===== src/rtl/poly_eval_pkg.sv =====
// Shared encodings for the Horner polynomial evaluator: FSM states, ALU ops,
// and the index-width helper used by both the top and the datapath.
package poly_eval_pkg;
  localparam logic [2:0] LOAD        = 3'd0;
  localparam logic [2:0] LOAD_WAIT   = 3'd1;
  localparam logic [2:0] LOAD_X      = 3'd2;
  localparam logic [2:0] LOAD_X_WAIT = 3'd3;
  localparam logic [2:0] INIT        = 3'd4;
  localparam logic [2:0] MUL         = 3'd5;
  localparam logic [2:0] ADD         = 3'd6;
  localparam logic [2:0] DONE        = 3'd7;

  localparam logic OP_ADD = 1'b0;
  localparam logic OP_MUL = 1'b1;

  // Coefficient index width; at least one bit even for a constant polynomial.
  function automatic int kw(input int deg);
    return (deg < 1) ? 1 : $clog2(deg + 1);
  endfunction
endpackage


===== src/rtl/poly_eval_datapath.sv =====
// Coefficient file, x, accumulator and the shared multiply/add ALU with
// overflow detection; the result register only moves on i_ld_r.
module poly_eval_datapath
  import poly_eval_pkg::*;
#(
  parameter int WIDTH  = 8,
  parameter int DEGREE = 2,
  parameter int KW     = kw(DEGREE)
) (
  input  logic             i_clk,
  input  logic             i_rst,
  input  logic             i_ld_coef,
  input  logic             i_ld_x,
  input  logic             i_acc_init,
  input  logic             i_alu_en,
  input  logic             i_alu_op,
  input  logic             i_ld_r,
  input  logic             i_ovf_clr,
  input  logic [KW-1:0]    i_k,
  input  logic [WIDTH-1:0] i_din,
  output logic [WIDTH-1:0] o_result,
  output logic             o_ovf
);
  logic [DEGREE:0][WIDTH-1:0] r_coef;
  logic [WIDTH-1:0]           r_x;
  logic [WIDTH-1:0]           r_acc;
  logic [WIDTH-1:0]           r_result;
  logic                       r_ovf;

  logic [WIDTH-1:0]   w_coef_k;
  logic [2*WIDTH-1:0] w_prod;
  logic [WIDTH:0]     w_sum;
  logic [WIDTH-1:0]   w_alu;
  logic               w_alu_ovf;

  assign w_coef_k  = r_coef[i_k];
  assign w_prod    = {{WIDTH{1'b0}}, r_acc} * {{WIDTH{1'b0}}, r_x};
  assign w_sum     = {1'b0, r_acc} + {1'b0, w_coef_k};
  assign w_alu     = (i_alu_op == OP_MUL) ? w_prod[WIDTH-1:0] : w_sum[WIDTH-1:0];
  // Any bit beyond WIDTH (high product half or add carry) marks overflow.
  assign w_alu_ovf = (i_alu_op == OP_MUL) ? |w_prod[2*WIDTH-1:WIDTH] : w_sum[WIDTH];

  always_ff @(posedge i_clk or posedge i_rst) begin
    if (i_rst) begin
      r_coef <= '0;
    end else if (i_ld_coef) begin
      for (int i = 0; i <= DEGREE; i++)
        if (i_k == KW'(i)) r_coef[i] <= i_din;
    end
  end

  always_ff @(posedge i_clk or posedge i_rst) begin
    if (i_rst) begin
      r_x      <= '0;
      r_acc    <= '0;
      r_result <= '0;
      r_ovf    <= 1'b0;
    end else begin
      if (i_ld_x)          r_x   <= i_din;
      if (i_acc_init)      r_acc <= r_coef[DEGREE];
      else if (i_alu_en)   r_acc <= w_alu;
      if (i_ovf_clr)       r_ovf <= 1'b0;
      else if (i_alu_en && w_alu_ovf) r_ovf <= 1'b1;
      // A constant polynomial finishes straight out of INIT.
      if (i_ld_r)          r_result <= i_acc_init ? r_coef[DEGREE] : w_alu;
    end
  end

  assign o_result = r_result;
  assign o_ovf    = r_ovf;
endmodule


===== src/rtl/poly_eval_horner.sv =====
// Horner polynomial evaluator top: operand-load FSM, coefficient index k,
// and the shared-ALU datapath.
module poly_eval_horner
  import poly_eval_pkg::*;
#(
  parameter int WIDTH  = 8,
  parameter int DEGREE = 2
) (
  input  logic             Clock,
  input  logic             Reset,
  input  logic             Go,
  input  logic             KeepCoeff,
  input  logic [WIDTH-1:0] DataIn,
  output logic [WIDTH-1:0] DataResult,
  output logic             ResultValid,
  output logic             Overflow,
  output logic             Busy
);
  localparam int KW = kw(DEGREE);
  localparam logic [KW-1:0] K_TOP  = KW'(DEGREE);
  localparam logic [KW-1:0] K_INIT = (DEGREE == 0) ? '0 : KW'(DEGREE - 1);

  logic [2:0]    r_state, w_next;
  logic [KW-1:0] r_k;
  logic [KW-1:0] w_idx;
  logic          w_ld_coef, w_ld_x, w_acc_init, w_alu_en, w_alu_op, w_ld_r, w_ovf_clr;
  logic          w_k_zero;

  assign w_k_zero = (r_k == '0);

  always_ff @(posedge Clock or posedge Reset) begin
    if (Reset) r_state <= LOAD;
    else       r_state <= w_next;
  end

  always_comb begin
    w_next = r_state;
    case (r_state)
      LOAD:        if (Go)  w_next = LOAD_WAIT;
      LOAD_WAIT:   if (!Go) w_next = w_k_zero ? LOAD_X : LOAD;
      LOAD_X:      if (Go)  w_next = LOAD_X_WAIT;
      LOAD_X_WAIT: if (!Go) w_next = INIT;
      INIT:        w_next = (DEGREE == 0) ? DONE : MUL;
      MUL:         w_next = ADD;
      ADD:         w_next = w_k_zero ? DONE : MUL;
      DONE:        if (Go)  w_next = KeepCoeff ? LOAD_X_WAIT : LOAD_WAIT;
      default:     w_next = LOAD;
    endcase
  end

  always_comb begin
    w_ld_coef   = 1'b0;
    w_ld_x      = 1'b0;
    w_acc_init  = 1'b0;
    w_alu_en    = 1'b0;
    w_alu_op    = OP_ADD;
    w_ld_r      = 1'b0;
    w_ovf_clr   = 1'b0;
    Busy        = 1'b0;
    ResultValid = 1'b0;
    case (r_state)
      LOAD:   w_ld_coef = Go;
      LOAD_X: w_ld_x    = Go;
      INIT: begin
        Busy       = 1'b1;
        w_acc_init = 1'b1;
        w_ovf_clr  = 1'b1;
        w_ld_r     = (DEGREE == 0);
      end
      MUL: begin
        Busy     = 1'b1;
        w_alu_en = 1'b1;
        w_alu_op = OP_MUL;
      end
      ADD: begin
        Busy     = 1'b1;
        w_alu_en = 1'b1;
        w_ld_r   = w_k_zero;
      end
      DONE: begin
        ResultValid = 1'b1;
        w_ld_x      = Go && KeepCoeff;
        w_ld_coef   = Go && !KeepCoeff;
      end
      default: ;
    endcase
  end

  // A fresh coefficient load out of DONE always lands in the top slot.
  assign w_idx = (r_state == DONE) ? K_TOP : r_k;

  always_ff @(posedge Clock or posedge Reset) begin
    if (Reset) begin
      r_k <= K_TOP;
    end else begin
      case (r_state)
        LOAD_WAIT: if (!Go && !w_k_zero) r_k <= r_k - KW'(1);
        INIT:      r_k <= K_INIT;
        ADD:       if (!w_k_zero) r_k <= r_k - KW'(1);
        DONE:      if (Go && !KeepCoeff) r_k <= K_TOP;
        default: ;
      endcase
    end
  end

  poly_eval_datapath #(.WIDTH(WIDTH), .DEGREE(DEGREE), .KW(KW)) u_dp (
    .i_clk      (Clock),
    .i_rst      (Reset),
    .i_ld_coef  (w_ld_coef),
    .i_ld_x     (w_ld_x),
    .i_acc_init (w_acc_init),
    .i_alu_en   (w_alu_en),
    .i_alu_op   (w_alu_op),
    .i_ld_r     (w_ld_r),
    .i_ovf_clr  (w_ovf_clr),
    .i_k        (w_idx),
    .i_din      (DataIn),
    .o_result   (DataResult),
    .o_ovf      (Overflow)
  );
endmodule


===== config.mk =====
export PLATFORM = sky130hd
export DESIGN_NAME = poly_eval_horner
export DESIGN_NICKNAME = d
export VERILOG_FILES = /design/src/rtl/poly_eval_pkg.sv /design/src/rtl/poly_eval_datapath.sv /design/src/rtl/poly_eval_horner.sv
export SDC_FILE = /design/constraint.sdc
export NUM_CORES = 1
export LEC_CHECK = 0
export CAP_MARGIN = 5
export CORE_MARGIN = 5
export CORE_UTILIZATION = 50
export CTS_CLUSTER_SIZE = 12
export DETAILED_ROUTE_END_ITERATION = 8
export MAX_ROUTING_LAYER = met4
export PLACE_DENSITY = 0.68
export SYNTH_ARGS = -nofsm -noshare
export SYNTH_HDL_FRONTEND = slang
export SYNTH_HIERARCHICAL = 1
export SYNTH_SLANG_ARGS = --single-unit

===== constraint.sdc =====
create_clock -name Clock -period 5.47 [get_ports Clock]
set_input_delay 1.641 -clock Clock [delete_from_list [all_inputs] [get_ports Clock]]
set_output_delay 1.641 -clock Clock [all_outputs]
set_load 0.1 [all_outputs]

# Yosys cells after proc, flatten, opt, wreduce, memory -nomap -nowiden
# Cells that the tools add are included.
dict set report totals {
  reg_bits 54
  input_bits 12
  output_inout_bits 11
  wordCells 82
}
dict set report op_classes {
  n_addsub 2
  n_mul 1
  magnitude_cmp 1
  n_eq_ne 17
  n_mux 31
  reduce_logical 21
}
# cell count
set ops {}
lappend ops {{$mux 8} 5}
lappend ops {{$pmux 3 s8} 1}
lappend ops {{$bmux 8 s2} 1}
lappend ops {{$mul 8x8->16} 1}
lappend ops {{$ne 2x2->1 const B} 8}
lappend ops {{$mux 3} 5}
lappend ops {{$mux 2} 7}
lappend ops {{$eq 3x3->1 const B} 4}
lappend ops {{$add 8x8->9} 1}
lappend ops {{$mux 1} 9}
lappend ops {{$pmux 2 s4} 1}
lappend ops {{$reduce_or 8->1} 1}
lappend ops {{$eq 3x2->1 const B} 2}
lappend ops {{$reduce_and 2->1} 3}
lappend ops {{$reduce_and 5->1} 1}
lappend ops {{$logic_and 1x1->1} 4}
lappend ops {{$logic_not 2->1} 2}
lappend ops {{$pmux 1 s2} 2}
lappend ops {{$reduce_and 4->1} 1}
lappend ops {{$reduce_bool 2->1} 2}
lappend ops {{$reduce_bool 4->1} 1}
lappend ops {{$eq 3x1->1 const B} 1}
lappend ops {{$logic_not 1->1} 3}
lappend ops {{$logic_not 3->1} 1}
lappend ops {{6 further kinds} 6}

# Longest topological paths before layout
dict set report logic_depth {
  ltp_word 9
  mapped_depth 17
  ltp_nobuf 15
}

# By module
# Netlist, hierarchy kept.
# mod n_inst cells_each area_per_inst_um2 seq_area_each_um2
set modules_own_cells {}
lappend modules_own_cells {poly_eval_datapath 1 496 4724.5 1226.2}
lappend modules_own_cells {poly_eval_horner 1 58 447.9 126.4}

# Least setup slack after synthesis
# Ideal clock, no wire load.
dict set report synth_timing {
  kind {register -> register}
  startpoint {register u_dp.r_acc[1]}
  endpoint {register u_dp.r_ovf, in the netlist u_dp/o_ovf}
  setup_time_ns 0.132
  t_arrival_ns 4.334
  required_time_ns 5.338
  slack_ns 1.004
  stages_incl_launch_ff 15
  path_buffers 1
  period_less_slack_ns 4.466
  path_cell_list {dfrtp_1 -> clkbuf_1 -> nand2_1 -> fa_1 -> fa_1 -> fa_1 -> fa_1 -> inv_1 -> ha_1 -> nor2b_1 -> a2111oi_2 -> o21ai_1 -> or4b_1 -> nor4_2 -> a31oi_1}
}
dict set report synth_via {
  elab_chain_cells 5
  word_cells_on_any_way 6
  classes_between {1 x add/sub; 1 x mul; 1 x mux; 3 x reduce/logical}
}
# item line_no
set synth_rtl {}
lappend synth_rtl {{start, declared} poly_eval_datapath.sv:26} ;# logic [WIDTH-1:0] r_acc;
lappend synth_rtl {{start signal, assigned} poly_eval_datapath.sv:60} ;# if (i_acc_init) r_acc <= r_coef[DEGREE];
lappend synth_rtl {{start signal, assigned} poly_eval_datapath.sv:61} ;# else if (i_alu_en) r_acc <= w_alu;
lappend synth_rtl {{$mul 8x8->16} poly_eval_datapath.sv:37} ;# assign w_prod = {{WIDTH{1'b0}}, r_acc} * {{WIDTH{1'b0}}, r_x};
lappend synth_rtl {{$reduce_or 8->1} poly_eval_datapath.sv:41} ;# assign w_alu_ovf = (i_alu_op == OP_MUL) ? |w_prod[2*WIDTH-1:WIDTH] : w_sum[WIDTH];
lappend synth_rtl {{$mux 1 *} poly_eval_datapath.sv:41}
lappend synth_rtl {{$logic_and 1x1->1 *} poly_eval_datapath.sv:63} ;# else if (i_alu_en && w_alu_ovf) r_ovf <= 1'b1;
lappend synth_rtl {{$reduce_bool 2->1 (no source line) *} -}
lappend synth_rtl {{end signal, assigned} poly_eval_datapath.sv:57} ;# r_ovf <= 1'b0;
lappend synth_rtl {{end signal, assigned} poly_eval_datapath.sv:62} ;# if (i_ovf_clr) r_ovf <= 1'b0;
lappend synth_rtl {{end signal, assigned} poly_eval_datapath.sv:63}
lappend synth_rtl {{end, declared} poly_eval_datapath.sv:28} ;# logic r_ovf;
# Mark *: on every way between the ends. The rest lies on a longest branch, timed or not.
# A chain may end at the register's enable or synchronous reset.

# Worst setup path after layout
dict set report layout_timing {
  startpoint {register u_dp.r_acc[2]}
  endpoint {register u_dp.r_ovf, in the netlist u_dp/o_ovf}
}
# Same word-level chain as after synthesis.

==> results.yml <==
place:
  port_buffers: 22
  dpl.hpwl_mm: 9.218
  gp_congestion: 0.8670
  placed_cell_area_mm2: 0.005480
status:
  status: "finished, final reports clean"
detailed_routing:
  avgViaCountPerCell: 5.623
  ant_nets: 0
  num_vias: 3925
  drtIter0Drc: 179
  drtPass1Iterations: 5
  drc: 0
  wl_mm: 11.51
  post_drt_wl_per_cell_um: 16.48
clock_network:
  cts_buffers: 5
  cts_root_buf: "clkbuf_8"
  post_cts.repair.setup_buffers: 0
  clkSinkCount: 54
  cts_resized: 0
  cts_tree: "done"
  postCtsHoldBufs: 0
  clk_latency_ns: 0.30
  h-tree-depth: 2
  cts.path.max_buffers: 2
  clk_pin_slew_worst_paths_ns: 0.10
worst_setup_path:
  regToRegStartpoint: "u_dp/r_acc[2]$_DFFE_PP0P_"
  worst_setup_path_end_kind: "flip-flop"
  startpoint: "u_dp/r_acc[2]$_DFFE_PP0P_"
  start_kind: "flip-flop"
  crit_type: "flip-flop to flip-flop"
  cp.arrival_ns: 4.81
  worstPathRequired_ns: 5.66
  cp_max_fo: 10
sta:
  fin_skew_ns: 0.01249
  finalSetupTns_ns: 0
  min_period_ns: 4.615
  worst_pin_slew_ns: 1.062
  grt_setup_unrepaired: "no"
  slew_viol_final: 0
  timing.final.crit_share_pct: 84.37
  hold_viol_final: 0
  setup_viol: 0
  fmax_ghz: 0.2167
  relSlewSlack_pct: 29.13
global_routing:
  antenna_found_initial: 0
  grt_busiest_layer: "met2"
  grt_overflow: 0
  grt_use_total_pct: 19.55
  met2_usage_pct: 31.85
  grtUsageMet1_pct: 26.44
  grtUsageMet3_pct: 2.391
  grt_max_degree: 50
  grt_pass1_vias: 3957
  grt_pass1_wl_mm: 19.54
hold_path:
  min_path_type: "flip-flop to flip-flop"
  hold_start: "r_k[0]$_DFFE_PP0P_"
floorplanning:
  fp.coreArea_mm2: 0.01018
  die-area_mm2: 0.01248
  start_util_pct: 50.79
  io_pins: 23
  placementRows: 37
  fp.dieW_um: 111.7
  die_h_um: 111.7
yosys:
  yosys.cell_types.count: 64
  synthArstFlopShare_pct: 100.0
  avgSynthCellArea_um2: 9.337
  synth_ff_type: "dfrtp_1"
  netlist_area_mm2: 0.005172
  synth_edf_count: 0
  yosysSeqAreaShare_pct: 26.15
  syn_inst: 554
  yosysWarnings: 6
  ys_ff_latch: 54
  syn_nets: 648
cells_and_area:
  postLayoutCoreUtil_pct: 54.89
  area_delta_synth_final_pct: 8.079
  finalInstanceArea_mm2: 0.005590
  layout.nets: 655
  drive_gt1_share_pct: 11.21
  antennaDiodeCount: 0
flow_run:
  max-cap-violations: 0
[registers in the layout, indices dropped and copies added (netlist names)]
signal / flops
u_dp/r_coef: 24
u_dp/o_result: 8
u_dp/r_acc: 8
u_dp/r_x: 8
r_state: 3
r_k: 2
u_dp/o_ovf: 1
[path summary, 6_finish.rpt]
path	end	slack, ns	cells after the start
worst max-delay path	u_dp/o_ovf$_DFFE_PP0P_	0.85	13
worst min-delay path	r_k[0]$_DFFE_PP0P_	0.51	1
worst max register to register	u_dp/o_ovf$_DFFE_PP0P_	0.85	13
worst min register to register	r_k[0]$_DFFE_PP0P_	0.51	1
max in group asynchronous	u_dp/r_acc[4]$_DFFE_PP0P_	2.87	2
min in group asynchronous	r_state[2]$_DFFE_PP0P_	1.58	2
[worst max-delay path: stages (launching register included)]
cell,delay [ns]
dfrtp_1,0.54
nand2_1,0.14
fa_1,0.52
fa_1,0.52
fa_1,0.54
inv_1,0.05
fa_1,0.41
ha_1,0.40
a21o_1,0.25
a2bb2oi_1,0.20
o22ai_1,0.10
or4b_1,0.50
nor4_2,0.23
a31oi_1,0.11
[per-stage QoR]
stage | worst slack (ns) | instances | hold WS [ns]
5_1_grt | 0.5961 | 698 | 0.5384
4_1_cts | 0.8437 | 698 | 0.5129
3_3_place_gp | 0.9179 | 690 | 0.4805
2_1_floorplan | 1.004 | 554 | 0.4546
6_report | 0.8550 | 698 | 0.5056
3_5_place_dp | 0.8492 | 690 | 0.4917
[synth_stat cells, types with 3 or more instances]
cell       n  share of area, %
o21ai_0   24               2.3
mux2i_1   10               1.9
xnor2_1    5              0.85
a211o_1    3              0.51
nor2_1    21               1.5
clkbuf_1  18               1.3
and3_1     3              0.36
and2_1    32               3.9
a31oi_1    6              0.73
nand3b_1   5              0.73
mux2_2    38               8.3
or3_1      3              0.36
o31ai_1    3              0.44
fa_1      37                14
o21a_1     8               1.2
nand2_1   62               4.5
o211ai_1   7               1.0
inv_1     67               4.9
dfrtp_1   53                26
a21oi_1   15               1.5
o22ai_1    5              0.60
buf_2      5              0.48
nor3_1     9              0.87
ha_1      45                11
nor2b_1   10               1.2
nand3_1    5              0.48
a21o_1     5              0.73
a211oi_1   4              0.58
[layout make-up]
cell class	count	area (um2)
clock inverter	2	37.54
sequential	54	1353
tap	136	170.2
inverter	70	262.8
fill	954	4594
multi-input combinational	405	3452
timing repair buffer	25	242.7
clock buffer	6	72.57
[metal layers]
layer / wire, um / part of all wire (%) / vias to the layer above
met3: 399 / 3.5 / 12
met1: 5422 / 47 / 1926
met5: 0 / 0 / -
met4: 167 / 1.5 / 0
met2: 5517 / 48 / 97
li1: - / - / 1890
[cell usage in the layout (no fill, tap or decap), types with 15 or more instances in the layout]
cell	synthesis	routed
dfrtp_1	53	53
nor2_1	21	21
inv_1	67	66
o21ai_0	24	24
a21oi_1	15	15
clkdlybuf4s50_1	0	22
ha_1	45	45
mux2_2	38	38
and2_1	32	32
fa_1	37	37
nand2_1	62	62
[cell families after synthesis]
family                     count (synthesis)  share of synthesized area (%)
buffers and inverters                     95                          7.112
DFF                                       54                          26.15
muxes                                     48                          10.21
adders and majority gates                 82                          25.21
AOI/OAI and AO/OA                        101                          13.21
and+or+nand+nor                          167                          16.93
xor gates and xnor gates                   7                          1.185
Power is not shown: default switching activity piles up to over one toggle a cycle in this logic, so the estimate is an artifact.
